## src/rtl/cmsdk_mcu_mtxp_default_slave.sv

```systemverilog
// AHB matrix default slave: programmable wait states, two-cycle ERROR response,
// plus last-error capture registers and a saturating error counter with interrupt.
module cmsdk_mcu_mtxp_default_slave #(
    parameter int unsigned ADDR_WIDTH   = 32,
    parameter int unsigned MASTER_WIDTH = 4,
    parameter int unsigned WAIT_STATES  = 0,
    parameter int unsigned CNT_WIDTH    = 8,
    parameter bit          IRQ_EN       = 1'b1
) (
    input  logic                    HCLK,
    input  logic                    HRESET,
    input  logic                    HSEL,
    input  logic [1:0]              HTRANS,
    input  logic                    HREADY,
    input  logic [ADDR_WIDTH-1:0]   HADDR,
    input  logic                    HWRITE,
    input  logic [MASTER_WIDTH-1:0] HMASTER,
    input  logic                    ERRCLR,
    output logic                    HREADYOUT,
    output logic [1:0]              HRESP,
    output logic [ADDR_WIDTH-1:0]   ERRADDR,
    output logic                    ERRWRITE,
    output logic [MASTER_WIDTH-1:0] ERRMASTER,
    output logic [CNT_WIDTH-1:0]    ERRCNT,
    output logic                    ERRIRQ
);

    localparam logic [1:0] ST_IDLE = 2'd0;
    localparam logic [1:0] ST_WAIT = 2'd1;
    localparam logic [1:0] ST_ERR1 = 2'd2;
    localparam logic [1:0] ST_ERR2 = 2'd3;

    localparam logic [3:0] WAIT_LOAD = 4'((WAIT_STATES == 0) ? 0 : WAIT_STATES - 1);
    localparam logic [CNT_WIDTH-1:0] CNT_ONE = CNT_WIDTH'(1);

    logic [1:0]              state_q, state_d;
    logic [3:0]              wait_cnt_q, wait_cnt_d;
    logic                    hreadyout_q, hreadyout_d;
    logic [1:0]              hresp_q, hresp_d;
    logic [ADDR_WIDTH-1:0]   erraddr_q, erraddr_d;
    logic                    errwrite_q, errwrite_d;
    logic [MASTER_WIDTH-1:0] errmaster_q, errmaster_d;
    logic [CNT_WIDTH-1:0]    errcnt_q, errcnt_d;
    logic                    errirq_q, errirq_d;

    logic trans_active;
    logic acc;
    logic take;

    // NONSEQ and SEQ request a transfer; IDLE and BUSY do not.
    assign trans_active = (HTRANS == 2'b10) || (HTRANS == 2'b11);
    assign acc          = HSEL & HREADY & trans_active;
    assign take         = acc & ((state_q == ST_IDLE) | (state_q == ST_ERR2));

    always_comb begin
        state_d    = state_q;
        wait_cnt_d = wait_cnt_q;
        unique case (state_q)
            ST_IDLE, ST_ERR2: begin
                if (take) begin
                    if (WAIT_STATES > 0) begin
                        state_d    = ST_WAIT;
                        wait_cnt_d = WAIT_LOAD;
                    end else begin
                        state_d = ST_ERR1;
                    end
                end else begin
                    state_d = ST_IDLE;
                end
            end
            ST_WAIT: begin
                if (wait_cnt_q == 4'd0) begin
                    state_d = ST_ERR1;
                end else begin
                    wait_cnt_d = wait_cnt_q - 4'd1;
                end
            end
            ST_ERR1: state_d = ST_ERR2;
            default: state_d = ST_IDLE;
        endcase

        // Outputs are registered, so decode them from the next state.
        hreadyout_d = (state_d == ST_IDLE) || (state_d == ST_ERR2);
        hresp_d     = ((state_d == ST_ERR1) || (state_d == ST_ERR2)) ? 2'b01 : 2'b00;
    end

    always_comb begin
        erraddr_d   = erraddr_q;
        errwrite_d  = errwrite_q;
        errmaster_d = errmaster_q;
        errcnt_d    = errcnt_q;
        // A new error in the same cycle as ERRCLR wins and restarts the count at 1.
        if (take) begin
            erraddr_d   = HADDR;
            errwrite_d  = HWRITE;
            errmaster_d = HMASTER;
            if (ERRCLR) begin
                errcnt_d = CNT_ONE;
            end else if (errcnt_q != '1) begin
                errcnt_d = errcnt_q + CNT_ONE;
            end
        end else if (ERRCLR) begin
            erraddr_d   = '0;
            errwrite_d  = 1'b0;
            errmaster_d = '0;
            errcnt_d    = '0;
        end
        errirq_d = IRQ_EN && (errcnt_d != '0);
    end

    always_ff @(posedge HCLK) begin
        if (HRESET) begin
            state_q     <= ST_IDLE;
            wait_cnt_q  <= 4'd0;
            hreadyout_q <= 1'b1;
            hresp_q     <= 2'b00;
            erraddr_q   <= '0;
            errwrite_q  <= 1'b0;
            errmaster_q <= '0;
            errcnt_q    <= '0;
            errirq_q    <= 1'b0;
        end else begin
            state_q     <= state_d;
            wait_cnt_q  <= wait_cnt_d;
            hreadyout_q <= hreadyout_d;
            hresp_q     <= hresp_d;
            erraddr_q   <= erraddr_d;
            errwrite_q  <= errwrite_d;
            errmaster_q <= errmaster_d;
            errcnt_q    <= errcnt_d;
            errirq_q    <= errirq_d;
        end
    end

    assign HREADYOUT = hreadyout_q;
    assign HRESP     = hresp_q;
    assign ERRADDR   = erraddr_q;
    assign ERRWRITE  = errwrite_q;
    assign ERRMASTER = errmaster_q;
    assign ERRCNT    = errcnt_q;
    assign ERRIRQ    = errirq_q;

endmodule

```

## config.mk

```make
export PLATFORM = sky130hd
export DESIGN_NAME = cmsdk_mcu_mtxp_default_slave
export DESIGN_NICKNAME = d
export VERILOG_FILES = /design/src/rtl/cmsdk_mcu_mtxp_default_slave.sv
export SDC_FILE = /design/constraint.sdc
export NUM_CORES = 1
export LEC_CHECK = 0
export CORE_MARGIN = 2
export CORE_UTILIZATION = 47
export CTS_CLUSTER_SIZE = 8
export DETAILED_ROUTE_END_ITERATION = 6
export HOLD_SLACK_MARGIN = 0.06
export PLACE_DENSITY = 0.88
export SLEW_MARGIN = 20
export SYNTH_ARGS = -nofsm -noshare
export SYNTH_HDL_FRONTEND = slang
export SYNTH_SLANG_ARGS = --single-unit
```

## constraint.sdc

```tcl
create_clock -name HCLK -period 3.58 [get_ports HCLK]
set_input_delay 0.358 -clock HCLK [delete_from_list [all_inputs] [get_ports HCLK]]
set_output_delay 0.358 -clock HCLK [all_outputs]
set_load 0.005 [all_outputs]
```

==> flow_summary.ini <==
[outcome]
status = finished, final reports clean

[placed_design]
io_buffers = 90
placed_cells = 418
globalplace.congestion = 0.815
dp_hpwl_um = 3860
place_area_um2 = 3300

[timing]
whs_ns = 0.490
fmax_ghz = 0.419
rsz0062_at_grt = false
hold_viol = 0
final.setup.tns_ns = 0
tightest_slew_ns = 0.974
finalCriticalPeriod_ns = 2.38
setup_violations = 0
relSlewSlack_pct = 35.1
fin_skew_ns = 0.00391
fin_crit_sh_pct = 66.6
slew_violations = 0

[power]
peakVddDrop_mv = 0.256
power_density_nw_per_um2 = 320
leakagePower_nw = 1.15

[worst_setup_path]
crit_fanout = 17
crit_slowest_cell = nand4_1
critical_path_depth = 6
path_buf_inv = 1
crit_path_max_incr_delay_ns = 0.57
worstPathCellList = inv_1 -> ha_1 -> nand4_1 -> o21ai_0 -> ha_1 -> or2_2
cp-start-kind = flop
worstPathArrival_ns = 2.57
end_kind = flop
r2r_cells = 6
crit_top_cell = ha_1
crit_family = simple AND/OR/NAND/NOR gates
criticalPathCategory = flop to flop
cp.required_ns = 3.77

[clock_tree]
cts_resized = 0
clk_latency_ns = 0.30
post_cts_buffers = 0
numCtsBuffers = 5
clock-sinks = 54
clk_pin_slew_worst_paths_ns = 0.09
clockBufferDepth = 2
holdBufCountCts = 0
cts_tree = done
htreeDepth = 2
root_buffer = clkbuf_8

[route]
drc = 0
drt_iter0_drc = 87
via_per_inst = 5.17
avgRoutedWirePerCell_um = 13.7
first_pass_iters = 4
wl_um = 5820
vias = 2202
antenna_left = 0

[layout]
final_core_util_pct = 70.4
nets = 408
drive_above_1_share_pct = 5.57
design_area_um2 = 3390
final_cells = 426
antenna_cells = 0
area_growth_pct = 41.5

[floorplanning]
dieWidth_um = 75.4
io_pins = 93
core_area_um2 = 4820
dieArea_um2 = 5680
start_util_pct = 49.7
die_h_um = 75.4
num_rows = 25

[worst_hold_path]
hp-class = flop to flop
whs_path_depth = 2

[yosys]
ys_seq_area_share_pct = 45.1
synth_seq_cells = 54
synth_cell_type_count = 34
yosysTopAreaCellShare_pct = 45.1
yosys_warnings = 0
netlist_area_um2 = 2390
synth.avg_cell_area_um2 = 8.52
async_flop_share_pct = 0
synthTopCellsByCount = 54 x dfxtp_1, 44 x nand2_1, 41 x a21oi_1
synth.top_cells.by_area = dfxtp_1 45%, nand3b_1 12%, a21oi_1 8.6%
ys.flop_type = dfxtp_1
synth_edf_count = 0
synthCells = 281
yosysMostFrequentCell = dfxtp_1
yosysTopAreaCell = dfxtp_1
syn_nets = 331

[grt]
gr-total-overflow = 0
grt_usage_pct = 21.0
grt_max_degree = 55
grt_pass1_vias = 2056
grt_pass1_wl_um = 9270
antenna_found_initial = 0

[flow_run]
max-cap-violations = 0
-- cell families (layout without fill, tap and decap cells) --
| family | count (synthesis) | after routing | share of synthesized area, % |
|---|---|---|---|
| buffers and inverters | 29 | 107 | 5.07 |
| flip-flops | 54 | 54 | 45.1 |
| adder cells (fa/ha/maj) | 6 | 6 | 3.13 |
| AO/OA/AOI/OAI | 57 | 57 | 13.7 |
| AND/OR/NAND/NOR | 125 | 125 | 29.4 |
| XOR/XNOR | 7 | 7 | 2.56 |
| other | 1 | 1 | 0.157 |
| multiplexers | 2 | 2 | 0.836 |
-- through the flow --
step	power [mW]	setup WS [ns]
2_1_floorplan	0.681	1.53
3_3_place_gp	0.756	1.09
3_5_place_dp	0.757	1.08
4_1_cts	1.10	1.19
5_1_grt	1.13	0.937
6_report	1.09	1.20
-- registers in the layout (all words and copies together) (netlist names) --
signal,cells
HRESP,1
HREADYOUT,1
wait_cnt_q,4
ERRWRITE,1
state_q,2
ERRCNT,8
ERRADDR,32
ERRIRQ,1
ERRMASTER,4
-- worst register-to-register path, stage by stage (launching register included) --
cell and delay [ns]:
dfxtp_1 0.37, inv_1 0.05, ha_1 0.32, nand4_1 0.57
o21ai_0 0.41, ha_1 0.29, or2_2 0.27
-- power by group --
group / internal (mW) / total (mW) / leakage, nW / switching (mW)
clock network: 0.157 / 0.343 / 0.0482 / 0.186
registers: 0.612 / 0.618 / 0.437 / 0.00612
logic: 0.0757 / 0.125 / 0.666 / 0.0497
total: 0.844 / 1.09 / 1.15 / 0.242
-- worst paths after layout --
kind / end / slack [ns] / startpoint
max: HREADYOUT / 1.20 / state_q[0]
min: ERRADDR[14] / 0.49 / ERRADDR[14]
max reg2reg: HREADYOUT / 1.20 / state_q[0]
min reg2reg: ERRADDR[14] / 0.49 / ERRADDR[14]
-- final cells by class --
class / instances / area (um^2)
clock buffers: 7 / 86.3
multi-input cells: 198 / 1190
fillers: 396 / 1430
inverters: 6 / 22.5
well taps: 67 / 83.8
flip-flops and latches: 54 / 1080
clock inverters: 1 / 5.00
repair buffers: 93 / 918
-- routing by layer --
layer,vias up,track usage (%),wire (um)
li1,1106,-,-
met3,2,9.92,584
met1,1028,25.9,2470
met2,66,33.9,2740
met5,-,0,0
met4,0,4.29,18
-- placed cells by master, fill, tap and decap left out, types with 4 or more instances in the layout --
cell / n
clkdlybuf4s50_1: 89
dfxtp_1: 54
nand2_1: 44
a21oi_1: 41
nand3b_1: 37
nor2_1: 16
nor3_1: 9
inv_1: 6
nor2b_1: 6
ha_1: 6
clkbuf_8: 6
o21ai_0: 5
xnor2_1: 4
Note: power is estimated with default switching activity, not from simulation.
